<file path="config.mk">
export PLATFORM = sky130hd
export DESIGN_NAME = regfile_sb_flat
export DESIGN_NICKNAME = d
export VERILOG_FILES = /design/src/rtl/regfile_sb_pkg.sv /design/src/rtl/regfile_sb_if.sv /design/src/rtl/regfile_sb_scoreboard.sv /design/src/rtl/regfile_sb.sv /design/src/flat_wrapper.sv
export SDC_FILE = /design/constraint.sdc
export NUM_CORES = 2
export LEC_CHECK = 0
export CAP_MARGIN = 5
export CORE_UTILIZATION = 45
export DETAILED_ROUTE_END_ITERATION = 16
export PLACE_DENSITY = 0.7
export SYNTH_ARGS = -nofsm -noshare
export SYNTH_HDL_FRONTEND = slang
export SYNTH_SLANG_ARGS = --single-unit
</file>
<file path="constraint.sdc">
create_clock -name clk -period 6.2 [get_ports clk]
set_input_delay 1.55 -clock clk [delete_from_list [all_inputs] [get_ports clk]]
set_output_delay 1.55 -clock clk [all_outputs]
set_load 0.005 [all_outputs]
</file>
<file path="src/rtl/regfile_sb_pkg.sv">
// Shared types and default constants for the scoreboarded register file.
package regfile_pkg;

  localparam int DATA_W    = 64;
  localparam int ADDR_W    = 5;
  localparam int NUM_RD    = 2;
  localparam int ZERO_REG  = 31;
  localparam int DEBUG_REG = 24;

  typedef enum logic {
    INIT,
    RUN
  } rfState_e;

endpackage

</file>
<file path="src/rtl/regfile_sb_if.sv">
// Decode/writeback side bus of the register file: reads, writeback, issue, status.
interface regfile_sb_if
  import regfile_pkg::*;
#(
  parameter int DATA_W = regfile_pkg::DATA_W,
  parameter int ADDR_W = regfile_pkg::ADDR_W,
  parameter int NUM_RD = regfile_pkg::NUM_RD
);

  logic [NUM_RD*ADDR_W-1:0] rdAddr;
  logic [NUM_RD*DATA_W-1:0] rdData;
  logic [NUM_RD-1:0]        rdBusy;
  logic                     wrEn;
  logic [ADDR_W-1:0]        wrAddr;
  logic [DATA_W-1:0]        wrData;
  logic                     issEn;
  logic [ADDR_W-1:0]        issAddr;
  logic                     ready;
  logic [DATA_W-1:0]        debugData;

  modport master (
    output rdAddr, wrEn, wrAddr, wrData, issEn, issAddr,
    input  rdData, rdBusy, ready, debugData
  );

  modport slave (
    input  rdAddr, wrEn, wrAddr, wrData, issEn, issAddr,
    output rdData, rdBusy, ready, debugData
  );

endinterface

</file>
<file path="src/rtl/regfile_sb_scoreboard.sv">
// One busy bit per register: issue sets, writeback clears, issue wins on a tie.
module rf_scoreboard
  import regfile_pkg::*;
#(
  parameter int ADDR_W   = regfile_pkg::ADDR_W,
  parameter int NUM_RD   = regfile_pkg::NUM_RD,
  parameter int ZERO_REG = regfile_pkg::ZERO_REG
)(
  input  logic                     clk,
  input  logic                     rst,
  input  logic                     en,
  input  logic                     wrEn,
  input  logic [ADDR_W-1:0]        wrAddr,
  input  logic                     issEn,
  input  logic [ADDR_W-1:0]        issAddr,
  input  logic [NUM_RD*ADDR_W-1:0] lookAddr,
  output logic [NUM_RD-1:0]        lookBusy
);

  localparam int DEPTH = 1 << ADDR_W;
  localparam logic [ADDR_W-1:0] ZERO_A = ADDR_W'(ZERO_REG);

  logic [DEPTH-1:0] busy;
  logic [DEPTH-1:0] nextBusy;

  // Set is applied after clear so a same-edge reissue leaves the new producer pending.
  always_comb begin
    nextBusy = busy;
    if (wrEn) begin
      nextBusy[wrAddr] = 1'b0;
    end
    if (issEn && issAddr != ZERO_A) begin
      nextBusy[issAddr] = 1'b1;
    end
  end

  always_ff @(posedge clk or posedge rst) begin
    if (rst) begin
      busy <= '0;
    end else if (en) begin
      busy <= nextBusy;
    end
  end

  always_comb begin
    lookBusy = '0;
    for (int i = 0; i < NUM_RD; i++) begin
      lookBusy[i] = busy[lookAddr[i*ADDR_W +: ADDR_W]];
    end
  end

endmodule

</file>
<file path="src/rtl/regfile_sb.sv">
// Register file with write-to-read bypass, zero register, debug tap and busy
// scoreboard; clears itself one entry per cycle after reset before raising ready.
module regfile_sb
  import regfile_pkg::*;
#(
  parameter int DATA_W    = regfile_pkg::DATA_W,
  parameter int ADDR_W    = regfile_pkg::ADDR_W,
  parameter int NUM_RD    = regfile_pkg::NUM_RD,
  parameter int ZERO_REG  = regfile_pkg::ZERO_REG,
  parameter int DEBUG_REG = regfile_pkg::DEBUG_REG
)(
  input logic         clk,
  input logic         rst,
  regfile_sb_if.slave bus
);

  localparam int DEPTH = 1 << ADDR_W;
  localparam logic [ADDR_W-1:0] LAST_A  = ADDR_W'(DEPTH - 1);
  localparam logic [ADDR_W-1:0] ONE_A   = ADDR_W'(1);
  localparam logic [ADDR_W-1:0] ZERO_A  = ADDR_W'(ZERO_REG);
  localparam logic [ADDR_W-1:0] DEBUG_A = ADDR_W'(DEBUG_REG);

  rfState_e          state;
  rfState_e          nextState;
  logic              run;
  logic [ADDR_W-1:0] cnt;
  logic [DATA_W-1:0] mem [DEPTH];
  logic [NUM_RD-1:0] sbBusy;

  always_ff @(posedge clk or posedge rst) begin
    if (rst) begin
      state <= INIT;
    end else begin
      state <= nextState;
    end
  end

  always_comb begin
    nextState = state;
    if (state == INIT && cnt == LAST_A) begin
      nextState = RUN;
    end
  end

  always_comb begin
    run       = (state == RUN);
    bus.ready = run;
  end

  always_ff @(posedge clk or posedge rst) begin
    if (rst) begin
      cnt <= '0;
    end else if (state == INIT) begin
      cnt <= cnt + ONE_A;
    end
  end

  // The array itself has no reset; the INIT sweep is what defines its contents.
  always_ff @(posedge clk) begin
    if (state == INIT) begin
      mem[cnt] <= '0;
    end else if (bus.wrEn && bus.wrAddr != ZERO_A) begin
      mem[bus.wrAddr] <= bus.wrData;
    end
  end

  rf_scoreboard #(
    .ADDR_W   (ADDR_W),
    .NUM_RD   (NUM_RD),
    .ZERO_REG (ZERO_REG)
  ) uScoreboard (
    .clk      (clk),
    .rst      (rst),
    .en       (run),
    .wrEn     (bus.wrEn),
    .wrAddr   (bus.wrAddr),
    .issEn    (bus.issEn),
    .issAddr  (bus.issAddr),
    .lookAddr (bus.rdAddr),
    .lookBusy (sbBusy)
  );

  // A matching writeback forwards its data and retires the producer in the same cycle.
  always_comb begin
    bus.rdData = '0;
    bus.rdBusy = '0;
    for (int i = 0; i < NUM_RD; i++) begin
      if (run && bus.rdAddr[i*ADDR_W +: ADDR_W] != ZERO_A) begin
        if (bus.wrEn && bus.wrAddr == bus.rdAddr[i*ADDR_W +: ADDR_W]) begin
          bus.rdData[i*DATA_W +: DATA_W] = bus.wrData;
        end else begin
          bus.rdData[i*DATA_W +: DATA_W] = mem[bus.rdAddr[i*ADDR_W +: ADDR_W]];
          bus.rdBusy[i]                  = sbBusy[i];
        end
      end
    end
  end

  assign bus.debugData = run ? mem[DEBUG_A] : '0;

endmodule
</file>
<file path="src/flat_wrapper.sv">
// flat-port wrapper written by rule: the top's interface ports become plain ports
module regfile_sb_flat import regfile_pkg::*;
#(
  parameter int DATA_W    = regfile_pkg::DATA_W,
  parameter int ADDR_W    = regfile_pkg::ADDR_W,
  parameter int NUM_RD    = regfile_pkg::NUM_RD,
  parameter int ZERO_REG  = regfile_pkg::ZERO_REG,
  parameter int DEBUG_REG = regfile_pkg::DEBUG_REG
)
  (clk, rst, bus_rdAddr, bus_wrEn, bus_wrAddr, bus_wrData, bus_issEn, bus_issAddr, bus_rdData, bus_rdBusy, bus_ready, bus_debugData);
  regfile_sb_if #(.DATA_W(DATA_W), .ADDR_W(ADDR_W), .NUM_RD(NUM_RD)) bus_i ();
  input logic clk;
  input logic rst;
  input wire logic [$bits(bus_i.rdAddr)-1:0] bus_rdAddr;
  input wire logic [$bits(bus_i.wrEn)-1:0] bus_wrEn;
  input wire logic [$bits(bus_i.wrAddr)-1:0] bus_wrAddr;
  input wire logic [$bits(bus_i.wrData)-1:0] bus_wrData;
  input wire logic [$bits(bus_i.issEn)-1:0] bus_issEn;
  input wire logic [$bits(bus_i.issAddr)-1:0] bus_issAddr;
  output wire logic [$bits(bus_i.rdData)-1:0] bus_rdData;
  output wire logic [$bits(bus_i.rdBusy)-1:0] bus_rdBusy;
  output wire logic [$bits(bus_i.ready)-1:0] bus_ready;
  output wire logic [$bits(bus_i.debugData)-1:0] bus_debugData;
  assign bus_i.rdAddr = bus_rdAddr;
  assign bus_i.wrEn = bus_wrEn;
  assign bus_i.wrAddr = bus_wrAddr;
  assign bus_i.wrData = bus_wrData;
  assign bus_i.issEn = bus_issEn;
  assign bus_i.issAddr = bus_issAddr;
  assign bus_rdData = bus_i.rdData;
  assign bus_rdBusy = bus_i.rdBusy;
  assign bus_ready = bus_i.ready;
  assign bus_debugData = bus_i.debugData;
  regfile_sb #(.DATA_W(DATA_W), .ADDR_W(ADDR_W), .NUM_RD(NUM_RD), .ZERO_REG(ZERO_REG), .DEBUG_REG(DEBUG_REG)) u_core (.clk(clk), .rst(rst), .bus(bus_i));
endmodule
</file>
==> run_results.csv <==
group,metric,value,unit
pwr,p_int,23.6,mW
clock_tree,cts_buffers,208,
timing,max_freq,161,MHz
critical_path,cp_top_family,"buffers and inverters",
yosys,yosysMostFrequentCell,"edfxtp_1",
yosys,synth_top_area_share,62.4,%
yosys,syn_area,0.0986,mm^2
floorplan,dieArea,0.221,mm^2
critical_path,startpoint_type,"input port",
floorplan,die_w,470,um
global_routing,grt_pass1_wl,460,mm
routing,wirelength,329,mm
critical_path,cp.required,4650,ps
floorplan,core,0.217,mm^2
finish,finalInstanceArea,0.114,mm^2
placed_design,io_buffers,282,
global_routing,grt_usage,29.1,%
floorplan,die_y,470,um
yosys,yosysSeqAreaShare,63.3,%
yosys,async_flop_share,1.82,%
clock_tree,cts_tree,"yes",
finish,fillers,17083,
yosys,ys_seq_elements,2086,
timing,min_period,6200,ps
routing,vias,63200,
global_routing,grt-ovfl-total,0,
timing,hold_viol,0,
finish,seqCellArea,0.0625,mm^2
run_status,status,"finished with violations",
floorplan,io_pins,283,
clock_tree,ctsHtreeMaxLevel,4,
routing,dr.pass1.iters,6,
yosys,syn_nets,5650,
routing,viasPerCell,7.07,
critical_path,cp_slowest_cell,"clkdlybuf4s50_1",
pwr,swShare,23.6,%
global_routing,antenna_found_initial,13,
yosys,synth_flop_cell,"edfxtp_1",
floorplan,num_rows,171,
finish,multi_input_area,0.0340,mm^2
pwr,peakVddDrop,0.000302,V
finish,final_nets,5988,
critical_path,cp.arrival,4650,ps
yosys,yosysWarnings,0,
clock_tree,clk_pin_slew_worst_paths,60,ps
timing,maxSlewHeadroom,21.4,%
pwr,p_clk_share,40.4,%
pwr,power,30.9,mW
run_status,violations,"negative setup slack",
critical_path,cp.buffers_inverters,5,
timing,period_share,100,%
timing,setup_violations,1,
pwr,switchingPower,7.30,mW
critical_path,critPathCaptureType,"output pin",
run,cap_viol_max_count,0,
critical_path,slowest_delay,590,ps
floorplan,initial_core_util,45.4,%
pwr,leakage,40.1,nW
timing,skew,29.8,ps
clock_tree,cts_root_buf,"clkbuf_16",
timing,rsz0062_at_grt,"no",
yosys,synth_commonest_cells,"edfxtp_1 (2,048), mux2i_1 (827), mux4_2 (690), o21ai_0 (220), clkbuf_1 (211)",
yosys,synth_top_area_cell,"edfxtp_1",
yosys,synth_area_leaders,"edfxtp_1 (62%), mux4_2 (16%), mux2i_1 (8.4%)",
pwr,power.share.sequential,50.4,%
placed_design,gp_congestion,0.845,
timing,drv_slew,0,
timing,tightest_slew,1160,ps
finish,area_delta_synth_final,15.3,%
pwr,power_density,272,mW/mm^2
placed_design,placed_area,0.107,mm^2
clock_tree,insertion_delay,880,ps
routing,routedWlPerCell,36.8,um
pwr,combPwrFrac,9.2,%
yosys,synthCells,5560,
timing,finalSetupTns,-0.195,ps
yosys,synth_edf_count,2048,
yosys,synthDistinctLibCells,55,
yosys,synth.avg_cell_area,17.7,um^2
clock_tree,clock_path_buffers,3,
timing,final.setup.worst_slack,-0.195,ps
finish,drive_gt1_share,22.9,%
critical_path,cp_cell_sequence,"clkdlybuf4s50_1, buf_4, xnor2_1, nand4_1, nor3_4, buf_12, buf_12, a32o_1, clkdlybuf4s50_1",
global_routing,grt_max_degree,71,
routing,postRouteAntennaNets,0,
placed_design,hpwl,187,mm
global_routing,first_global_vias,62859,
routing,drc,0,
critical_path,crit_fanout,22,
clock_tree,cts_sinks,2086,
hold_path,hp-class,"reg -> reg",
critical_path,worstSetupPathType,"in -> out",
clock_tree,postCtsHoldBufs,0,
routing,drt_iter0_markers,9288,
power by group through the flow:
stage          logic (mW)  clock network (mW)  registers (mW)
6_report             2.86                12.5            15.6
5_1_grt              2.96                13.1            15.6
4_1_cts              2.83                12.6            15.6
3_5_place_dp         2.81                   0            15.9
3_3_place_gp         2.79                   0            15.9
2_1_floorplan        1.60                   0            15.9
path summary, 6_finish.rpt:
path,from,end,slack (ps),cells past startpoint
hold reg to reg,u_core.uScoreboard.busy[31],u_core.uScoreboard.busy[31],530,1
setup / recovery,bus_wrAddr[3],bus_rdData[106],-0.2,9
hold / removal,u_core.uScoreboard.busy[31],u_core.uScoreboard.busy[31],530,1
max in group asynchronous,rst,u_core.bus.ready,4690,3
setup reg to reg,u_core.bus.ready,u_core.mem[5][22],2230,6
min in group asynchronous,rst,u_core.uScoreboard.busy[31],1120,3
area by class of cell:
class	instances	share of cell area, %
antenna	7	0.0154
clock buffer	263	4.80
clock inverter	121	1.09
inverter	6	0.0198
multi-input combinational	2991	29.9
sequential	2086	55.0
tap	2854	3.14
timing repair buffer	605	6.06
cell families (layout without fill, tap and decap cells):
| logic type | count (synthesis) | after routing | share of synthesized area, % |
|---|---|---|---|
| buffers and inverters | 483 | 995 | 2.58 |
| adder cells (fa/ha/maj) | 2 | 2 | 0.0254 |
| flip-flops | 2086 | 2086 | 63.3 |
| AO/OA/AOI/OAI | 1065 | 1065 | 7.63 |
| XOR/XNOR | 13 | 13 | 0.115 |
| other | 0 | 7 | 0 |
| multiplexers | 1528 | 1528 | 24.3 |
| AND/OR/NAND/NOR | 383 | 383 | 1.97 |
stage by stage:
step | setup WS, ps | util (%) | std cells | hold slack [ps]
after floorplan | 439 | - | 5560 | 466
after global placement | 121 | 49.2 | 8542 | 483
after detailed placement | 143 | 49.2 | 8542 | 517
after CTS | 119 | 52.3 | 8926 | 532
after global routing | 73.8 | 52.3 | 8929 | 557
final | -0.195 | 52.3 | 8933 | 530
per-layer routing:
layer  global-route usage, %  share of wire (%)  vias up
met3                    6.64                 12     1025
met4                    14.5                5.5        0
met5                       0                  0        -
li1                        -                  -    24357
met2                    46.4                 47     5101
met1                    37.7                 35    32717
cells in the final DEF (no fill, tap or decap), types with 37 or more instances in the layout:
master | netlist | final
a211oi_1 | 102 | 102
a21oi_1 | 157 | 157
a221oi_1 | 59 | 59
a22oi_1 | 128 | 128
a32o_1 | 117 | 116
and2_1 | 132 | 131
buf_12 | 1 | 129
buf_4 | 36 | 196
clkbuf_1 | 211 | 52
clkbuf_16 | 0 | 209
clkdlybuf4s50_1 | 0 | 272
clkinv_1 | 0 | 51
dfrtp_1 | 38 | 37
edfxtp_1 | 2048 | 2048
mux2i_1 | 827 | 827
mux4_2 | 690 | 690
nand2_1 | 115 | 115
o21ai_0 | 220 | 220
o221ai_1 | 114 | 113
o22ai_1 | 112 | 112
what timing repair did:
item	in CTS	in global routing
setup buffers	0	0
resized for setup	0	1
endpoints found under the setup margin	0	1
sequential cells by signal, indices dropped and copies added (netlist names):
register	flops
u_core.uScoreboard.busy	32
u_core.cnt	5
u_core.mem	2048
u_core.bus.ready	1
No activity file was read; power rests on OpenSTA's default activity.
